**src/rtl/cpu_bus_arb_if.sv**
```systemverilog
// CPU-side memory bus bundle shared by the 6502 core, the OAM DMA engine
// and the debug/loader port. The arbiter takes the slave view; the
// surrounding system (CPU, debug port, memory controller) takes the master view.
interface cpu_bus_arb_if;
    // CPU side
    logic [15:0] cpu_addr;
    logic        cpu_wr;
    logic [7:0]  cpu_dout;
    logic [7:0]  cpu_din;
    logic        cpu_rdy;
    // Debug/loader side
    logic        dbg_req;
    logic [15:0] dbg_addr;
    logic        dbg_wr;
    logic [7:0]  dbg_dout;
    logic        dbg_gnt;
    logic [7:0]  dbg_din;
    // Memory controller side
    logic [15:0] mem_addr;
    logic        mem_wr;
    logic [7:0]  mem_wdata;
    logic [7:0]  mem_rdata;
    // Status
    logic        dma_active;

    modport slave (
        input  cpu_addr, cpu_wr, cpu_dout,
        input  dbg_req, dbg_addr, dbg_wr, dbg_dout,
        input  mem_rdata,
        output cpu_din, cpu_rdy,
        output dbg_gnt, dbg_din,
        output mem_addr, mem_wr, mem_wdata,
        output dma_active
    );

    modport master (
        output cpu_addr, cpu_wr, cpu_dout,
        output dbg_req, dbg_addr, dbg_wr, dbg_dout,
        output mem_rdata,
        input  cpu_din, cpu_rdy,
        input  dbg_gnt, dbg_din,
        input  mem_addr, mem_wr, mem_wdata,
        input  dma_active
    );
endinterface

```
**src/rtl/cpu_bus_arb.sv**
```systemverilog
// CPU memory bus arbiter with OAM DMA sequencer.
// Masters: 6502 core (default owner), OAM DMA (triggered by a CPU write to
// DMA_REG_ADDR), debug/loader port (level request).
// Optional build macro CPU_BUS_ARB_DBG_PREEMPT_EN: when defined, a debug
// request raised during DMA is granted at the next byte boundary and DMA
// resumes with the following byte once the debug port lets go.
module cpu_bus_arb #(
    parameter logic [15:0] DMA_REG_ADDR  = 16'h4014,
    parameter logic [15:0] OAM_DATA_ADDR = 16'h2004
) (
    input  logic          clk,
    input  logic          rst_n,
    cpu_bus_arb_if.slave  bus
);

    typedef enum logic [2:0] {
        IDLE,
        DMA_START,
        DMA_RD0,
        DMA_RD1,
        DMA_WR,
        DBG
    } state_t;

    state_t      state_q, state_d;
    logic [7:0]  page_q, page_d;
    logic [7:0]  idx_q, idx_d;
    logic [7:0]  lat_q, lat_d;
    logic        dma_resume;

`ifdef CPU_BUS_ARB_DBG_PREEMPT_EN
    logic        resume_q, resume_d;
    assign dma_resume = resume_q;
`else
    assign dma_resume = 1'b0;
`endif

    // Next-state and DMA bookkeeping
    always_comb begin
        state_d = state_q;
        page_d  = page_q;
        idx_d   = idx_q;
        lat_d   = lat_q;
`ifdef CPU_BUS_ARB_DBG_PREEMPT_EN
        resume_d = resume_q;
`endif
        case (state_q)
            IDLE: begin
                if (bus.cpu_wr && bus.cpu_addr == DMA_REG_ADDR) begin
                    page_d  = bus.cpu_dout;
                    idx_d   = '0;
                    state_d = DMA_START;
                end else if (bus.dbg_req) begin
                    state_d = DBG;
                end
            end
            DMA_START: state_d = DMA_RD0;
            DMA_RD0:   state_d = DMA_RD1;
            DMA_RD1: begin
                lat_d   = bus.mem_rdata;
                state_d = DMA_WR;
            end
            DMA_WR: begin
                if (idx_q == 8'hFF) begin
                    state_d = IDLE;
                end else begin
                    idx_d = idx_q + 8'd1;
`ifdef CPU_BUS_ARB_DBG_PREEMPT_EN
                    // idx already points at the next source byte, so the
                    // resume path simply re-enters DMA_RD0.
                    if (bus.dbg_req) begin
                        resume_d = 1'b1;
                        state_d  = DBG;
                    end else begin
                        state_d = DMA_RD0;
                    end
`else
                    state_d = DMA_RD0;
`endif
                end
            end
            DBG: begin
                if (!bus.dbg_req) begin
`ifdef CPU_BUS_ARB_DBG_PREEMPT_EN
                    state_d  = resume_q ? DMA_RD0 : IDLE;
                    resume_d = 1'b0;
`else
                    state_d = IDLE;
`endif
                end
            end
            default: state_d = IDLE;
        endcase
    end

    // State and DMA registers
    always_ff @(posedge clk or negedge rst_n) begin
        if (!rst_n) begin
            state_q  <= IDLE;
            page_q   <= '0;
            idx_q    <= '0;
            lat_q    <= '0;
`ifdef CPU_BUS_ARB_DBG_PREEMPT_EN
            resume_q <= 1'b0;
`endif
        end else begin
            state_q  <= state_d;
            page_q   <= page_d;
            idx_q    <= idx_d;
            lat_q    <= lat_d;
`ifdef CPU_BUS_ARB_DBG_PREEMPT_EN
            resume_q <= resume_d;
`endif
        end
    end

    // Bus mux from the registered state; the debug grant follows dbg_req so
    // it drops in the same cycle the request is withdrawn.
    always_comb begin
        bus.mem_addr   = bus.cpu_addr;
        bus.mem_wr     = 1'b0;
        bus.mem_wdata  = bus.cpu_dout;
        bus.cpu_rdy    = 1'b0;
        bus.dbg_gnt    = 1'b0;
        bus.dma_active = 1'b0;
        case (state_q)
            IDLE: begin
                // Keep the write strobe low while reset is held.
                bus.mem_wr  = bus.cpu_wr & rst_n;
                bus.cpu_rdy = 1'b1;
            end
            DMA_START: begin
                bus.mem_addr   = {page_q, 8'h00};
                bus.mem_wdata  = '0;
                bus.dma_active = 1'b1;
            end
            DMA_RD0, DMA_RD1: begin
                bus.mem_addr   = {page_q, idx_q};
                bus.mem_wdata  = '0;
                bus.dma_active = 1'b1;
            end
            DMA_WR: begin
                bus.mem_addr   = OAM_DATA_ADDR;
                bus.mem_wr     = 1'b1;
                bus.mem_wdata  = lat_q;
                bus.dma_active = 1'b1;
            end
            DBG: begin
                bus.mem_addr   = bus.dbg_addr;
                bus.mem_wdata  = bus.dbg_dout;
                bus.mem_wr     = bus.dbg_wr & bus.dbg_req;
                bus.dbg_gnt    = bus.dbg_req;
                bus.dma_active = dma_resume;
            end
            default: ;
        endcase
    end

    // Read data is broadcast; non-owners ignore it.
    assign bus.cpu_din = bus.mem_rdata;
    assign bus.dbg_din = bus.mem_rdata;

endmodule

```
**src/flat_wrapper.sv**
```systemverilog
// flat-port wrapper written by rule: the top's interface ports become plain ports
module cpu_bus_arb_flat 
#(
    parameter logic [15:0] DMA_REG_ADDR  = 16'h4014,
    parameter logic [15:0] OAM_DATA_ADDR = 16'h2004
)
  (clk, rst_n, bus_cpu_addr, bus_cpu_wr, bus_cpu_dout, bus_dbg_req, bus_dbg_addr, bus_dbg_wr, bus_dbg_dout, bus_mem_rdata, bus_cpu_din, bus_cpu_rdy, bus_dbg_gnt, bus_dbg_din, bus_mem_addr, bus_mem_wr, bus_mem_wdata, bus_dma_active);
  cpu_bus_arb_if bus_i ();
  input  logic clk;
  input  logic rst_n;
  input wire logic [$bits(bus_i.cpu_addr)-1:0] bus_cpu_addr;
  input wire logic [$bits(bus_i.cpu_wr)-1:0] bus_cpu_wr;
  input wire logic [$bits(bus_i.cpu_dout)-1:0] bus_cpu_dout;
  input wire logic [$bits(bus_i.dbg_req)-1:0] bus_dbg_req;
  input wire logic [$bits(bus_i.dbg_addr)-1:0] bus_dbg_addr;
  input wire logic [$bits(bus_i.dbg_wr)-1:0] bus_dbg_wr;
  input wire logic [$bits(bus_i.dbg_dout)-1:0] bus_dbg_dout;
  input wire logic [$bits(bus_i.mem_rdata)-1:0] bus_mem_rdata;
  output wire logic [$bits(bus_i.cpu_din)-1:0] bus_cpu_din;
  output wire logic [$bits(bus_i.cpu_rdy)-1:0] bus_cpu_rdy;
  output wire logic [$bits(bus_i.dbg_gnt)-1:0] bus_dbg_gnt;
  output wire logic [$bits(bus_i.dbg_din)-1:0] bus_dbg_din;
  output wire logic [$bits(bus_i.mem_addr)-1:0] bus_mem_addr;
  output wire logic [$bits(bus_i.mem_wr)-1:0] bus_mem_wr;
  output wire logic [$bits(bus_i.mem_wdata)-1:0] bus_mem_wdata;
  output wire logic [$bits(bus_i.dma_active)-1:0] bus_dma_active;
  assign bus_i.cpu_addr = bus_cpu_addr;
  assign bus_i.cpu_wr = bus_cpu_wr;
  assign bus_i.cpu_dout = bus_cpu_dout;
  assign bus_i.dbg_req = bus_dbg_req;
  assign bus_i.dbg_addr = bus_dbg_addr;
  assign bus_i.dbg_wr = bus_dbg_wr;
  assign bus_i.dbg_dout = bus_dbg_dout;
  assign bus_i.mem_rdata = bus_mem_rdata;
  assign bus_cpu_din = bus_i.cpu_din;
  assign bus_cpu_rdy = bus_i.cpu_rdy;
  assign bus_dbg_gnt = bus_i.dbg_gnt;
  assign bus_dbg_din = bus_i.dbg_din;
  assign bus_mem_addr = bus_i.mem_addr;
  assign bus_mem_wr = bus_i.mem_wr;
  assign bus_mem_wdata = bus_i.mem_wdata;
  assign bus_dma_active = bus_i.dma_active;
  cpu_bus_arb #(.DMA_REG_ADDR(DMA_REG_ADDR), .OAM_DATA_ADDR(OAM_DATA_ADDR)) u_core (.clk(clk), .rst_n(rst_n), .bus(bus_i));
endmodule
```
**config.mk**
```make
export PLATFORM = sky130hd
export DESIGN_NAME = cpu_bus_arb_flat
export DESIGN_NICKNAME = d
export VERILOG_FILES = /design/src/rtl/cpu_bus_arb_if.sv /design/src/rtl/cpu_bus_arb.sv /design/src/flat_wrapper.sv
export SDC_FILE = /design/constraint.sdc
export NUM_CORES = 1
export LEC_CHECK = 0
export BUFFER_PORTS_ARGS = -buffer_cell sky130_fd_sc_hd__buf_2
export CORE_MARGIN = 2
export CORE_UTILIZATION = 47
export DETAILED_ROUTE_END_ITERATION = 12
export PLACE_DENSITY_LB_ADDON = 0.2
export SYNTH_ARGS = -nofsm -noshare
export SYNTH_HDL_FRONTEND = slang
export SYNTH_SLANG_ARGS = --single-unit
```
**constraint.sdc**
```tcl
create_clock -name clk -period 2.12 [get_ports clk]
set_input_delay 0.212 -clock clk [delete_from_list [all_inputs] [get_ports clk]]
set_output_delay 0.212 -clock clk [all_outputs]
set_load 0.02 [all_outputs]
```
==> impl_metrics.py <==
metrics = {
    "route": {
        "vias": 2202,
        "viasPerCell": 5.63,
        "drc": 0,
        "final_antenna_net_count": 0,
        "dr.pass1.iters": 4,
        "drtIter0Drc": 120,
        "post_drt_wl_per_cell_um": 15.8,
        "routed_wl_um": 6180,
    },
    "timing": {
        "rsz0062_at_grt": "false",
        "maxSlewHeadroom_pct": 46.3,
        "fmax_ghz": 0.499,
        "tightest_slew_ns": 0.800,
        "fin_crit_ns": 2.00,
        "timing.hold.ws_ns": 0.186,
        "maxSlewViolCount": 0,
        "setup-tns-final_ns": 0,
        "finalCritPeriodShare_pct": 94.5,
        "setup_viol": 0,
        "skew_ns": 0.00982,
        "setup_slack_ns": 0.117,
        "hold_viol": 0,
    },
    "grt": {
        "antenna_found_initial": 0,
        "overflow": 0,
        "grt_pass1_wl_um": 9850,
        "grt.total_usage_pct": 23.5,
        "grt_max_degree": 28,
        "grt_pass1_vias": 1992,
    },
    "logic_synthesis": {
        "synth_edf_count": 0,
        "syn_area_um2": 2260,
        "synth_top_cells_by_count": "dfrtp_1 (27), o21ai_0 (26), nand2_1 (21)",
        "ys_types": 46,
        "yosysWarnings": 0,
        "ys_async_sr_fraction_pct": 100,
        "ys_seq_area_share_pct": 29.9,
        "synth-seq-cells": 27,
        "yosysTopAreaCellShare_pct": 29.9,
        "syn_nets": 314,
        "post_synth.cell_area_avg_um2": 8.96,
        "synth_top_flop_cell": "dfrtp_1",
        "synth_most_common_cell": "dfrtp_1",
        "synthCells": 252,
        "yosys-top-cells-area": "dfrtp_1 (30%), mux2_2 (9.5%), mux2i_1 (7.1%), o21ai_0 (5.8%), buf_4 (5.7%)",
        "yosys.area.top_type": "dfrtp_1",
    },
    "clock_tree": {
        "numClockSinks": 27,
        "clk_path_buf_depth": 2,
        "cts_root_buffer": "clkbuf_8",
        "clkTransAtPathRegs_ns": 0.10,
        "htreeDepth": 1,
        "cts_buffers": 3,
        "cts_tree": "built",
        "clk_latency_ns": 0.27,
    },
    "job": {
        "drv_cap": 0,
    },
    "floorplanning": {
        "io-pin-count": 105,
        "core_um2": 4690,
        "start_util_pct": 48.1,
        "fp.dieW_um": 73.3,
        "die_h_um": 73.3,
        "die_area_um2": 5370,
        "num_rows": 25,
    },
    "placement": {
        "hpwl_um": 4630,
        "pre_cts_ws_ns": 0.298,
        "routabilityCongestion": 0.921,
        "portBuffers": 104,
        "placed_area_um2": 2710,
    },
    "setup_path": {
        "r2r_slack_ns": 0.25,
        "path_cells": "buf_4 -> or2_2 -> o22a_1 -> nor2_1 -> a221oi_1 -> buf_2",
        "critPathMaxFanout": 12,
        "critPathMaxStageDelay_ns": 0.51,
        "critPathArrivalTime_ns": 1.79,
        "crit_family": "flip-flops",
        "cp_slowest_cell": "dfrtp_2",
        "crit_type": "flip-flop to output port",
        "required_ns": 1.91,
        "start_kind": "flip-flop",
        "critPathBufInv": 2,
        "end_kind": "output port",
    },
    "run_status": {
        "status": "finished clean",
    },
    "power_and_ir_drop": {
        "ir_worst_vdd_mv": 0.754,
        "total_power_w": 0.00359,
        "p_leak_nw": 1.33,
        "powerDensity_nw_per_um2": 1300,
    },
    "final_layout": {
        "areaGrowthSynthToFinish_pct": 22.8,
        "fillerInstances": 431,
        "drive_above_1_share_pct": 45.7,
        "final_area_um2": 2770,
        "nets": 400,
        "diodes": 0,
    },
    "worst_hold_path": {
        "worstHoldPathType": "primary input to flip-flop",
    },
}
what timing repair did:
item / 4_1_cts / 5_1_grt
setup endpoints to repair: 0 / 17
endpoints found under the hold margin: 27 / 0
buffers inserted: 0 / 0
hold buffers: 1 / 0
resized for setup: 0 / 5
state kept, by name (all words and copies together) (netlist names):
signal          cells
u_core.lat_q        8
u_core.idx_q        8
u_core.state_q      3
u_core.page_q       8
power breakdown:
part           internal (W)  switching, W
logic              0.000958       0.00142
clock network      0.000132      0.000163
registers          0.000696      0.000218
stage by stage:
step	utilization [%]	instances
floorplan	-	252
global placement	57.7	386
detailed placement	57.7	386
CTS	58.9	391
global route	59.1	391
finish	59.1	391
cell usage in the layout, fill, tap and decap left out, types with 3 or more instances in the layout:
cell / Yosys / layout
a21oi_1: 19 / 19
a221oi_1: 8 / 8
a22oi_1: 15 / 15
buf_2: 7 / 104
buf_4: 17 / 10
clkbuf_8: 0 / 3
dfrtp_1: 27 / 25
mux2_2: 19 / 19
mux2_4: 4 / 4
mux2i_1: 16 / 16
nand2_1: 21 / 21
nand3_1: 5 / 5
nor2_1: 19 / 19
o211ai_1: 3 / 3
o21ai_0: 26 / 26
o22ai_1: 3 / 3
kinds of logic (layout without fill, tap and decap cells):
family                     count (synthesis)  in the layout  share of synthesized area (%)
adders and majority gates                  1              1                          0.554
AOI/OAI and AO/OA                         80             80                           21.9
and+or+nand+nor                           65             65                           17.0
buffers and inverters                     37            122                           10.1
muxes                                     40             40                           19.7
xor gates and xnor gates                   2              2                          0.776
DFF                                       27             27                           29.9
area by class of cell:
cell class,instances,area [um^2],area share (%)
clock inverters,1,5.00,0.181
repair buffers,116,617,22.3
flip-flops and latches,27,678,24.5
inverters,2,7.51,0.271
multi-input cells,188,1360,48.9
well taps,54,67.6,2.44
clock buffers,3,41.3,1.49
routing by layer:
| layer | track usage [%] | vias up | part of all wire [%] |
|---|---|---|---|
| met4 | 5.86 | 0 | 1.2 |
| met5 | 0 | - | 0 |
| li1 | - | 1089 | - |
| met1 | 35.6 | 1009 | 48 |
| met2 | 36.2 | 98 | 44 |
| met3 | 2.06 | 6 | 6.8 |
worst paths after layout:
check / startpoint / to / cells past startpoint
max in group asynchronous: rst_n / u_core.state_q[0]$_DFFE_PN0P_ / 3
setup reg to reg: u_core.idx_q[0]$_DFFE_PN0P_ / u_core.idx_q[3]$_DFFE_PN0P_ / 5
hold / removal: bus_mem_rdata[1] / u_core.lat_q[1]$_DFFE_PN0P_ / 2
setup / recovery: u_core.state_q[0]$_DFFE_PN0P_ / bus_mem_addr[13] / 6
hold reg to reg: u_core.lat_q[5]$_DFFE_PN0P_ / u_core.lat_q[5]$_DFFE_PN0P_ / 1
min in group asynchronous: rst_n / u_core.page_q[4]$_DFFE_PN0P_ / 3
Note: power is estimated with default switching activity, not from simulation.
